`config.mk`:
```
export PLATFORM = sky130hd
export DESIGN_NAME = seg7_capture_decoder
export DESIGN_NICKNAME = d
export VERILOG_FILES = /design/src/rtl/seg7_capture_decoder.sv
export SDC_FILE = /design/constraint.sdc
export NUM_CORES = 1
export LEC_CHECK = 0
export ABC_AREA = 1
export BUFFER_PORTS_ARGS = -buffer_cell sky130_fd_sc_hd__clkbuf_2
export CAP_MARGIN = 20
export CORE_MARGIN = 4
export CORE_UTILIZATION = 55
export DETAILED_ROUTE_END_ITERATION = 12
export PLACE_DENSITY = 0.78
export SLEW_MARGIN = 0
export SYNTH_ARGS = -nofsm -noshare
export SYNTH_HDL_FRONTEND = slang
export SYNTH_SLANG_ARGS = --single-unit
```
`constraint.sdc`:
```
create_clock -name clk -period 4.03 [get_ports clk]
set_input_delay 0.806 -clock clk [delete_from_list [all_inputs] [get_ports clk]]
set_output_delay 0.806 -clock clk [all_outputs]
set_load 0.03 [all_outputs]
```
`src/rtl/seg7_capture_decoder.sv`:
```
// seg7_capture_decoder: samples a 7-segment pattern on a strobe edge, waits
// for it to settle, decodes it back to BCD, and keeps a two-digit history
// plus a saturating decode-error counter.
module seg7_capture_decoder #(
  parameter int SYNC_STAGES    = 2,
  parameter int STABLE_CYCLES  = 4,
  parameter int TIMEOUT_CYCLES = 64
) (
  input  logic       clk,
  input  logic       rst_n,
  input  logic       ena,
  input  logic [7:0] ui_in,
  input  logic [7:0] uio_in,
  output logic [7:0] uo_out,
  output logic [7:0] uio_out,
  output logic [7:0] uio_oe
);

  localparam int SW = $clog2(STABLE_CYCLES + 1);
  localparam int TW = $clog2(TIMEOUT_CYCLES);

  typedef enum logic [1:0] {IDLE, SETTLE, DECODE, REPORT} state_e;

  // synchroniser: {clear, strobe, seg[6:0]}
  logic [SYNC_STAGES-1:0][8:0] sync_q;
  logic [6:0] seg_s;
  logic       strb_s, clr_s;
  logic       strb_prev_q;

  state_e        state_q, state_d;
  logic [6:0]    cap_q, cap_d;
  logic [SW-1:0] stab_q, stab_d;
  logic [TW-1:0] to_q, to_d;
  logic [3:0]    new_q, new_d, prev_q, prev_d;
  logic [3:0]    err_cnt_q, err_cnt_d;
  logic          vld_q, vld_d, err_q, err_d, busy_q, busy_d;
  logic [3:0]    dec_digit;
  logic          dec_ok;
  logic          unused_uio;

  assign unused_uio = ^uio_in[6:0];

  assign seg_s  = sync_q[SYNC_STAGES-1][6:0];
  assign strb_s = sync_q[SYNC_STAGES-1][7];
  assign clr_s  = sync_q[SYNC_STAGES-1][8];

  // input flop chain; runs regardless of ena
  always_ff @(posedge clk or negedge rst_n) begin
    if (!rst_n) begin
      sync_q      <= '0;
      strb_prev_q <= 1'b0;
    end else begin
      sync_q[0] <= {uio_in[7], ui_in};
      for (int i = 1; i < SYNC_STAGES; i++) sync_q[i] <= sync_q[i-1];
      strb_prev_q <= strb_s;
    end
  end

  // pattern lookup on the captured segments; anything unlisted is invalid
  always_comb begin
    dec_ok    = 1'b1;
    dec_digit = 4'd0;
    case (cap_q)
      7'h3F: dec_digit = 4'd0;
      7'h06: dec_digit = 4'd1;
      7'h5B: dec_digit = 4'd2;
      7'h4F: dec_digit = 4'd3;
      7'h66: dec_digit = 4'd4;
      7'h6D: dec_digit = 4'd5;
      7'h7D: dec_digit = 4'd6;
      7'h07: dec_digit = 4'd7;
      7'h7F: dec_digit = 4'd8;
      7'h6F: dec_digit = 4'd9;
      default: dec_ok = 1'b0;
    endcase
  end

  // next-state: pulses are set on the edge entering REPORT so they are
  // high exactly during the REPORT cycle
  always_comb begin
    state_d   = state_q;
    cap_d     = cap_q;
    stab_d    = stab_q;
    to_d      = to_q;
    new_d     = new_q;
    prev_d    = prev_q;
    err_cnt_d = err_cnt_q;
    vld_d     = 1'b0;
    err_d     = 1'b0;
    if (clr_s) begin
      state_d   = IDLE;
      new_d     = 4'd0;
      prev_d    = 4'd0;
      err_cnt_d = 4'd0;
    end else if (ena) begin
      case (state_q)
        IDLE: if (strb_s && !strb_prev_q) begin
          state_d = SETTLE;
          cap_d   = seg_s;
          stab_d  = SW'(1);
          to_d    = '0;
        end
        SETTLE: begin
          // cap is frozen once stable so DECODE sees the settled value
          if (stab_q == SW'(STABLE_CYCLES)) begin
            state_d = DECODE;
          end else if (to_q == TW'(TIMEOUT_CYCLES - 1)) begin
            state_d   = REPORT;
            err_d     = 1'b1;
            err_cnt_d = (err_cnt_q == 4'hF) ? 4'hF : err_cnt_q + 4'd1;
          end else begin
            if (seg_s == cap_q) begin
              stab_d = stab_q + SW'(1);
            end else begin
              cap_d  = seg_s;
              stab_d = SW'(1);
            end
            to_d = to_q + TW'(1);
          end
        end
        DECODE: begin
          state_d = REPORT;
          if (dec_ok) begin
            vld_d  = 1'b1;
            prev_d = new_q;
            new_d  = dec_digit;
          end else begin
            err_d     = 1'b1;
            err_cnt_d = (err_cnt_q == 4'hF) ? 4'hF : err_cnt_q + 4'd1;
          end
        end
        default: state_d = IDLE;
      endcase
    end
    busy_d = (state_d != IDLE);
  end

  // state and output registers
  always_ff @(posedge clk or negedge rst_n) begin
    if (!rst_n) begin
      state_q   <= IDLE;
      cap_q     <= '0;
      stab_q    <= '0;
      to_q      <= '0;
      new_q     <= '0;
      prev_q    <= '0;
      err_cnt_q <= '0;
      vld_q     <= 1'b0;
      err_q     <= 1'b0;
      busy_q    <= 1'b0;
    end else begin
      state_q   <= state_d;
      cap_q     <= cap_d;
      stab_q    <= stab_d;
      to_q      <= to_d;
      new_q     <= new_d;
      prev_q    <= prev_d;
      err_cnt_q <= err_cnt_d;
      vld_q     <= vld_d;
      err_q     <= err_d;
      busy_q    <= busy_d;
    end
  end

  assign uo_out  = {prev_q, new_q};
  assign uio_out = {1'b0, busy_q, err_cnt_q, err_q, vld_q};
  assign uio_oe  = 8'h7F;

endmodule
```
==> summary.txt, run 1 <==
Outcome
  • Status: completed

Final layout
  • Commonest non-fill, non-tap cell in the layout: nand2_1
  • Inserted Diodes: 0
  • Fin nets: 353
  • Synthesis-to-finish area growth: 8.306%
  • Post-layout util: 61.48%
  • Layout cell share with drive strength beyond 1: 21.41%
  • Commonest non-fill, non-tap cells in the layout: nand2_1, dfrtp_1, nand3_1

Job
  • MaxCap Viol Count: 0

Floorplan
  • Die height: 77.82 um
  • Die Area: 6056 um^2
  • Boundary Pins: 43
  • Row cnt: 25
  • Initial Utilization: 56.77%
  • Die Wd: 77.82 um
  • Core ar.: 4723 um^2

Timing
  • Worst Tran Pin Value: 0.8230 ns
  • Endpoints failing setup: 0
  • Worst hold slack: 0.3420 ns
  • Relative slew slack: 44.93%
  • Endpoints failing hold: 0
  • Fin crit share: 56.96%
  • Fin Setup TNS: 0 ns
  • Max Slew Vio Count: 0
  • Worst Skew: 0.01174 ns
  • Achievable Freq: 435.7 MHz
  • RSZ-0062 raised after global routing: no
  • Tmin final: 2.295 ns
  • Final worst-path setup slack: 1.735 ns

Placement
  • Pre-CTS WS: 1.381 ns
  • GPL Wtd Cong: 0.8510
  • # port buffers: 26
  • Final HPWL from detailed placement: 3139 um

Routing
  • Top routing layer in use: met4
  • Drt first pass iters: 4
  • Post-route ant nets: 0
  • DR WL/cell: 11.11 um
  • Via density: 4.873
  • Met3 wire len: 185 um
  • # DRC: 0
  • Post-Route WL: 4376 um
  • DRT iter0 DRCs: 143
  • Post-Route M1 WL: 2081 um
  • Metal2 WL: 2044 um
  • Routed via count: 1920

Critical path
  • Worst Reg-to-Reg Cells: 6
  • RR Startpoint: clr_s
  • Worst reg2reg path endpoint: stab_q[2]
  • Critical Path Start: ena
  • Critical Path Fanout Max: 14
  • Kind of critical path: primary input to flop
  • R2R Setup Slk: 1.87 ns
  • Worst setup EP type: flop
  • Startpoint types: primary input
  • CP required: 4.24 ns
  • Critical Path AT: 2.50 ns

Power
  • Net Sw Power: 333.9 uW
  • Switch share: 30.54%
  • PwrDens: 376.4 nW/um^2
  • Combinational fraction of design power: 15.7%
  • Int Pwr: 759.3 uW
  • VDD IR max: 0.2795 mV
  • Leak: 1.513 nW
  • Register share of total power: 55.1%
  • Clk pwr share: 29.2%

Worst hold path
  • Hold crit path type: flop to flop
  • Hold path start: sync_q[8]
  • Hold depth: 0
  • Hold endpoint: clr_s

Clock tree
  • Clk root buf: clkbuf_8
  • CTS Hold Bufs: 0
  • Clk slew on worst S/H paths: 0.10 ns
  • # clock sinks: 52
  • CTS tree: done
  • Post-CTS setup repair buffer count: 0
  • H-tree depth: 2
  • Clk buf depth: 2
  • Post_cts resized: 0
  • Clk_lat worst skew: 0.31 ns
  • CTS buffer count: 5

Synth
  • Top_reg_cell synth: dfrtp_1
  • Post-Syn Area: 2681 um^2
  • FF+latch count, synth: 52
  • Seq/Total Area, Yosys: 48.53%
  • Syn avg cell area: 8.849 um^2
  • Synth top area share: 48.53%
  • Library cells used by synthesis: 34
  • Ys async rst share: 100.0%
  • Yosys warnings: 0
  • Cell taking the most area after synthesis: dfrtp_1
  • Post-synth EDFFs: 0
  • Synth area leaders: dfrtp_1, nand2_1, nand3_1
  • Cells after Synth: 303

Global route
  • GRT Overall Usage: 16.28%
  • Initial antenna violation count: 0
  • Vias in the first global route: 1854
  • Global route total overflow: 0
  • First-pass GRT wire length: 7955 um
  • Largest net degree at the start of global routing: 53
-- how the worst max path moves through the flow --
stage / to / slack (ns) / depth (start not counted)
floorplan: stab_q[2] / 2.36 / 7
global placement: stab_q[2] / 1.46 / 8
detailed placement: stab_q[2] / 1.38 / 8
CTS: stab_q[2] / 1.71 / 8
global route: stab_q[2] / 1.55 / 8
finish: stab_q[2] / 1.73 / 8
-- flip-flops by register name (all words and copies together) (netlist names) --
| name | cells |
|---|---|
| seg_s | 7 |
| strb_s | 1 |
| busy_q | 1 |
| stab_q | 3 |
| prev_q | 4 |
| state_q | 2 |
| sync_q | 9 |
| err_cnt_q | 4 |
| new_q | 4 |
| strb_prev_q | 1 |
| clr_s | 1 |
| vld_q | 1 |
| cap_q | 7 |
| err_q | 1 |
| to_q | 6 |
-- synth_stat cells, drive strengths merged (3+ instances only) --
cell type and n:
nand2 80, dfrtp 52, nor2 35, nand3 33
inv 28, buf 18, nand4 14, a21oi 12
ha 8, o21ai 6, xor2 5, nand3b 3
-- per-stage QoR --
stage | cell area, um^2 | total power, mW | std cells
floorplan | 2708 | 0.7486 | 310
global placement | 2804 | 0.7803 | 386
detailed placement | 2804 | 0.7857 | 386
CTS | 2904 | 1.111 | 394
global route | 2904 | 1.166 | 394
finish | 2904 | 1.093 | 394
-- power groups by stage --
stage	sequential [mW]	combinational, mW	clock (mW)
2_1_floorplan	0.604	0.144	0
3_3_place_gp	0.611	0.169	0
3_5_place_dp	0.613	0.173	0
4_1_cts	0.602	0.174	0.335
5_1_grt	0.610	0.196	0.360
6_report	0.602	0.171	0.320
-- logic make-up after synthesis --
family | after synthesis | share of synthesized area (%)
DFF | 52 | 48.53
xor gates and xnor gates | 7 | 2.287
and+or+nand+nor | 168 | 31.68
other | 2 | 0.2801
AOI/OAI and AO/OA | 20 | 4.900
buffers and inverters | 46 | 8.586
adders and majority gates | 8 | 3.733
-- routing by layer --
| metal | track usage [%] | vias to the layer above |
|---|---|---|
| met5 | 0 | - |
| met4 | 5.694 | 0 |
| met3 | 3.944 | 6 |
| met2 | 27.83 | 37 |
| met1 | 19.97 | 876 |
| li1 | - | 1001 |
-- layout make-up --
cell class,count,area (um^2)
Fill cell,424,1819
Sequential cell,52,1301
Multi-Input combinational cell,212,1176
Timing Repair Buffer,27,137.6
Inverter,28,105.1
Tap cell,67,83.83
Clock buffer,6,82.58
Clock inverter,2,17.52
-- worst max-delay path: stages --
cell and delay (ns):
clkbuf_2 0.13, inv_1 0.05, nor2_1 0.62, nand3_2 0.22, nor2_4 0.36, nand2_2 0.09, xor2_1 0.18, nor2_2 0.05
(Power assumes the default switching activity.)
==> inputs of run 2 (changes only) <==
--- a/config.mk
+++ b/config.mk
@@ -9,9 +9,9 @@
 export BUFFER_PORTS_ARGS = -buffer_cell sky130_fd_sc_hd__clkbuf_2
 export CAP_MARGIN = 20
 export CORE_MARGIN = 4
-export CORE_UTILIZATION = 55
+export CORE_UTILIZATION = 51
 export DETAILED_ROUTE_END_ITERATION = 12
-export PLACE_DENSITY = 0.78
+export PLACE_DENSITY = 0.76
 export SLEW_MARGIN = 0
 export SYNTH_ARGS = -nofsm -noshare
 export SYNTH_HDL_FRONTEND = slang
==> constraint.sdc (replaced) <==
create_clock -name clk -period 1.85 [get_ports clk]
set_input_delay 0.37 -clock clk [delete_from_list [all_inputs] [get_ports clk]]
set_output_delay 0.37 -clock clk [all_outputs]
set_load 0.03 [all_outputs]
==> summary.txt, run 2 (synthesized netlist as in run 1, its figures left out) <==
Routing
  • Post-Route WL: 4669 um (+6.7%)
  • DRT iter0 DRCs: 117 (-18%)
  • Routed via count: 2035 (+6.0%)
  • Drt first pass iters: 4 (unchanged)
  • Post-route ant nets: 0 (unchanged)
  • # DRC: 0 (unchanged)
  • Via density: 5.012 (+2.9%)
  • DR WL/cell: 11.50 um (+3.5%)

Critical path
  • Critical Path AT: 2.03 ns (-0.47 ns)
  • Startpoint types: flop
  • Worst setup EP type: flop
  • Kind of critical path: flop to flop
  • RR Startpoint: state_q[0]
  • Critical Path Fanout Max: 8 (-6)
  • Worst reg2reg path endpoint: cap_q[2]
  • R2R Setup Slk: 0.07 ns (-1.80 ns)
  • CP required: 2.10 ns (-2.14 ns)
  • Crit path to: cap_q[2]
  • Worst Reg-to-Reg Cells: 9 (+3)
  • Critical Path Start: state_q[0]

Placement
  • Final HPWL from detailed placement: 3316 um (+5.6%)
  • # port buffers: 26 (unchanged)
  • Pre-CTS WS: 0.06076 ns (-1.321 ns)
  • Placed cells: 395 (+2.3%)
  • GPL Wtd Cong: 0.8717 (+2.4%)

Final layout
  • Max FFs per register: 9 (unchanged)
  • Final Non-Filler Cells: 406 (+3.0%)
  • Area of the multi-input gates: 1184 um^2 (+0.64%)
  • Commonest non-fill, non-tap cells in the layout: nand2_1, dfrtp_1, nand3_1
  • Layout cell share with drive strength beyond 1: 24.70% (+3.3 points)
  • Synthesis-to-finish area growth: 12.69%
  • Commonest non-fill, non-tap cell in the layout: nand2_1
  • Fin nets: 362 (+2.5%)
  • Reg with most FFs: sync_q
  • FF/Latch Area: 1303 um^2 (about the same)
  • Filler cells: 457 (+7.8%)
  • Inserted Diodes: 0 (unchanged)

Timing
  • Max Slew Vio Count: 0 (unchanged)
  • Endpoints failing setup: 0 (unchanged)
  • Endpoints failing hold: 0 (unchanged)
  • Achievable Freq: 562.0 MHz
  • Tmin final: 1.779 ns
  • Fin crit share: 96.19%
  • Worst hold slack: 0.03301 ns (-0.3089 ns)
  • Fin Setup TNS: 0 ns (unchanged)
  • Worst Skew: 0.01105 ns (-0.0006820 ns)
  • Final worst-path setup slack: 0.07056 ns (-1.664 ns)

Clock tree
  • CTS buffer count: 5 (unchanged)
  • # clock sinks: 52 (unchanged)
  • Clk slew on worst S/H paths: 0.10 ns (about the same)
  • H-tree depth: 2 (unchanged)
  • Clk_lat worst skew: 0.30 ns (about the same)
  • CTS Hold Bufs: 0 (unchanged)
  • CTS tree: done
  • Clk buf depth: 2 (unchanged)
  • Clk root buf: clkbuf_8

Floorplan
  • Initial Utilization: 52.50% (-4.3 points)
  • Die Area: 6482 um^2 (+7.0%)
  • Boundary Pins: 43 (unchanged)
  • Die height: 80.51 um (+3.5%)
  • Die Wd: 80.51 um (+3.5%)
  • Core ar.: 5107 um^2 (+8.1%)
  • Row cnt: 26 (+4.0%)

Outcome
  • Status: completed

Global route
  • Largest net degree at the start of global routing: 53 (unchanged)
  • Global route total overflow: 0 (unchanged)
  • Vias in the first global route: 1988 (+7.2%)
  • Initial antenna violation count: 0 (unchanged)
  • GRT Overall Usage: 16.09% (-0.19 points)
  • First-pass GRT wire length: 8259 um (+3.8%)

Worst hold path
  • Hold crit path type: primary input to asynchronous set/reset pin

Power
  • VDD IR max: 0.5318 mV (+90%)
  • Leak: 1.572 nW (+3.9%)
  • PwrDens: 835.4 nW/um^2 (+120%)
  • Pwr Total: 2.524 mW (+130%)

Job
  • MaxCap Viol Count: 0 (unchanged)
## run 2: cell types whose count changed in the layout (fill, tap and decap cells not counted), sizes merged
| cell | change |
|---|---|
| buf | +9 |
| bufinv | +1 |
| clkinv | +1 |
| inv | -2 |
## run 2: final cells by class
class	instances	share of cell area, %
Clock inverter	2	1.284
Clock buffer	6	2.733
Tap cell	70	2.899
Timing Repair Buffer	36	7.329
Sequential cell	52	43.11
Multi-Input combinational cell	212	39.17
Inverter	28	3.478
## run 2: critical path, cell delays in order (launching register included)
cell,delay [ns]
dfrtp_1,0.45
inv_1,0.11
ha_2,0.23
nand3_1,0.15
o21ai_4,0.11
nand3_2,0.12
nor2_4,0.25
buf_6,0.17
nand3_1,0.08
nand2_1,0.07
## run 2: through the flow
| step | cell area, um^2 | util (%) |
|---|---|---|
| after floorplan | 2708 | - |
| after global placement | 2865 | 56.10 |
| after detailed placement | 2865 | 56.10 |
| after CTS | 2987 | 58.48 |
| after global routing | 3022 | 59.16 |
| final | 3022 | 59.16 |
## run 2: power by group
part	internal (mW)	switching, mW
clock	0.443	0.372
combinational	0.137	0.257
sequential	1.22	0.101
total	1.80	0.729
## run 2: metal layers
metal  wire, um  track usage (%)  part of all wire [%]
met1       2060            18.66                    44
met2       2316            28.81                    50
met3        216            3.587                   4.6
met4         75            5.912                   1.6
met5          0                0                     0
## run 2: how the worst min path moves through the flow
stage              start   endpoint  slack [ns]  cells past startpoint
6_report           rst_n   new_q[0]        0.03                      2
5_1_grt            rst_n  prev_q[0]        0.07                      2
4_1_cts            rst_n  prev_q[0]        0.05                      2
3_5_place_dp   sync_q[4]   seg_s[4]        0.33                      0
3_3_place_gp   sync_q[0]   seg_s[0]        0.33                      0
2_1_floorplan      rst_n     busy_q        0.07                      0
## run 2: what timing repair did
| action | 4_1_cts | 5_1_grt |
|---|---|---|
| setup buffers | 0 | 3 |
| resized for setup | 0 | 5 |
| setup endpoints to repair | 0 | 13 |
==> inputs of run 3 (changes only) <==
==> constraint.sdc (replaced) <==
create_clock -name clk -period 1.5 [get_ports clk]
set_input_delay 0.3 -clock clk [delete_from_list [all_inputs] [get_ports clk]]
set_output_delay 0.3 -clock clk [all_outputs]
set_load 0.03 [all_outputs]
==> summary.txt, run 3 (synthesized netlist as in run 1, its figures left out) <==
Outcome
  • Status: finished with violations
  • Failing checks: setup timing

Timing
  • Endpoints failing setup: 28 (+28)
  • Tmin final: 1.661 ns (-0.1182 ns)
  • Final worst-path setup slack: -0.1613 ns (-0.2318 ns)
  • Fin crit share: 110.8% (+15 points)
  • Endpoints failing hold: 0 (unchanged)
  • Worst Skew: 0.01528 ns (+0.004225 ns)
  • RSZ-0062 raised after global routing: yes
  • Worst hold slack: 0.1005 ns (+0.06753 ns)
  • Max Slew Vio Count: 0 (unchanged)
  • Achievable Freq: 601.9 MHz (+7.1%)

Routing
  • DR WL/cell: 12.41 um (+7.9%)
  • Routed via count: 2148 (+5.6%)
  • # DRC: 0 (unchanged)
  • Drt first pass iters: 4 (unchanged)
  • Post-route ant nets: 0 (unchanged)
  • Via density: 4.871 (-2.8%)
  • Post-Route WL: 5474 um (+17%)
  • DRT iter0 DRCs: 118 (+0.85%)

Critical path
  • Worst setup EP type: flop
  • Crit-path slowest cell: dfrtp_1
  • Critical Path Fanout Max: 8 (unchanged)
  • Startpoint types: flop
  • RR Startpoint: cap_q[6]
  • Kind of critical path: flop to flop
  • CP required: 1.74 ns (-0.36 ns)
  • Worst reg2reg path endpoint: cap_q[2]
  • Worst Reg-to-Reg Cells: 7 (-2)
  • CP cell instances: buf_4 > xnor2_1 > and3_1 > nand3_4 > nand2_4 > nand2_1 > nand2_1
  • Critical Path AT: 1.90 ns (-0.13 ns)
  • R2R Setup Slk: -0.16 ns (-0.23 ns)
  • Cell mode on critical path: nand2_1
  • Slowest stage delay, CP: 0.48 ns (+0.03 ns)

Global route
  • Vias in the first global route: 2000 (+0.60%)
  • Initial antenna violation count: 0 (unchanged)
  • Global route total overflow: 0 (unchanged)
  • First-pass GRT wire length: 8618 um (+4.3%)
  • Largest net degree at the start of global routing: 53 (unchanged)
  • GRT Overall Usage: 17.06% (+0.96 points)

Placement
  • Placed cells: 419 (+6.1%)
  • GPL Wtd Cong: 0.8294 (-4.9%)
  • Dpl cell area: 3134 um^2 (+9.4%)
  • # port buffers: 26 (unchanged)
  • Final HPWL from detailed placement: 3711 um (+12%)
  • Pre-CTS WS: -0.1944 ns (-0.2552 ns)

Power
  • Combinational fraction of design power: 21.0% (+5.4 points)
  • Switch share: 29.53% (+0.66 points)
  • Int Pwr: 2.343 mW (+31%)
  • PwrDens: 950.8 nW/um^2 (+14%)
  • VDD IR max: 0.6985 mV (+31%)
  • Net Sw Power: 982.0 uW (+35%)
  • Register share of total power: 48.8% (-3.4 points)
  • Clk pwr share: 30.2% (-2.1 points)
  • Leak: 1.765 nW (+12%)

Worst hold path
  • Hold path start: ui_in[7]
  • Hold depth: 1
  • Hold endpoint: sync_q[7]
  • Hold crit path type: primary input to flop

Job
  • MaxCap Viol Count: 0 (unchanged)

Floorplan
  • Core ar.: 5107 um^2 (unchanged)
  • Die Area: 6482 um^2 (unchanged)
  • Initial Utilization: 52.50% (unchanged)
  • Die height: 80.51 um (unchanged)
  • Boundary Pins: 43 (unchanged)
  • Row cnt: 26 (unchanged)
  • Die Wd: 80.51 um (unchanged)

Clock tree
  • Clk root buf: clkbuf_8
  • Clk slew on worst S/H paths: 0.10 ns (about the same)
  • # clock sinks: 52 (unchanged)
  • CTS tree: done
  • Clk buf depth: 2 (unchanged)
  • Clk_lat worst skew: 0.31 ns (about the same)
  • H-tree depth: 2 (unchanged)
  • CTS buffer count: 5 (unchanged)

Final layout
  • Fin nets: 397 (+9.7%)
  • Final Non-Filler Cells: 441 (+8.6%)
  • Layout cell share with drive strength beyond 1: 40.97% (+16 points)
  • Reg with most FFs: sync_q
  • Fin area: 3497 um^2 (+16%)
  • Max FFs per register: 9 (unchanged)
  • Commonest non-fill, non-tap cell in the layout: nand2_1
  • Commonest non-fill, non-tap cells in the layout: nand2_1, dfrtp_1, buf_4
  • Inserted Diodes: 0 (unchanged)
  • Synthesis-to-finish area growth: 30.42%
run 3: cell types whose count changed in the layout (fill, tap and decap cells not counted), moves of 3 or more:
cell	delta
buf_4	+29
buf_6	+4
dfrtp_1	-3
dfrtp_2	+3
ha_1	-3
ha_4	+4
inv_1	-4
nand2_1	-10
nand2_2	+8
nand3_1	-9
nand3_2	+8
nor2_1	-4
nor2_4	+3
run 3: power groups by stage:
| stage | clock [mW] | combinational [mW] | sequential [mW] |
|---|---|---|---|
| 2_1_floorplan | 0 | 0.402 | 1.63 |
| 5_1_grt | 1.09 | 0.776 | 1.63 |
| 6_report | 1.00 | 0.698 | 1.62 |
| 3_3_place_gp | 0 | 0.585 | 1.63 |
| 3_5_place_dp | 0 | 0.605 | 1.63 |
| 4_1_cts | 1.03 | 0.636 | 1.61 |
run 3: worst max-delay path by stage:
| stage | from | endpoint | cells after the start |
|---|---|---|---|
| after floorplan | state_q[1] | stab_q[2] | 9 |
| after global placement | state_q[0] | cap_q[5] | 9 |
| after detailed placement | state_q[0] | cap_q[4] | 9 |
| after CTS | state_q[0] | stab_q[2] | 9 |
| after global routing | state_q[1] | cap_q[0] | 9 |
| final | cap_q[6] | cap_q[2] | 7 |
run 3: area by class of cell:
| type | instances | area [um^2] |
|---|---|---|
| fill | 383 | 1610 |
| inverter | 28 | 110.1 |
| timing repair buffer | 70 | 494.2 |
| tap | 70 | 87.58 |
| clock inverter | 2 | 38.79 |
| clock buffer | 6 | 82.58 |
| multi-input combinational | 213 | 1378 |
| sequential | 52 | 1306 |
run 3: worst max-delay path, delay by kind of cell (launching register included):
kind	cells	cell delay, ns
and+or+nand+nor	5	0.72
DFF	1	0.48
xor gates and xnor gates	1	0.20
buffers and inverters	1	0.18
run 3: timing repair:
| action | 4_1_cts | 5_1_grt |
|---|---|---|
| hold buffers | 1 | 0 |
| endpoints found under the hold margin | 52 | 0 |
| setup buffers | 3 | 9 |
| gates resized for setup | 14 | 27 |
| gates cloned | 1 | 0 |
| setup endpoints to repair | 30 | 32 |
| pin swaps | 11 | 12 |
run 3: metrics by stage:
stage               power, mW  setup TNS, ns  utilization, %
floorplan               2.029        -0.5614               -
global route            3.497         -5.046           68.47
detailed placement      2.238         -2.529           61.37
CTS                     3.281         -1.285           65.36
global placement        2.210         -1.715           61.37
finish                  3.325         -2.123           68.47
run 3: per-layer routing:
metal | vias up | GRT usage, % | wire (um)
li1 | 1090 | - | -
met1 | 1010 | 19.71 | 2287
met2 | 41 | 31.54 | 2905
met3 | 7 | 3.475 | 209
met4 | 0 | 4.899 | 71
met5 | - | 0 | 0
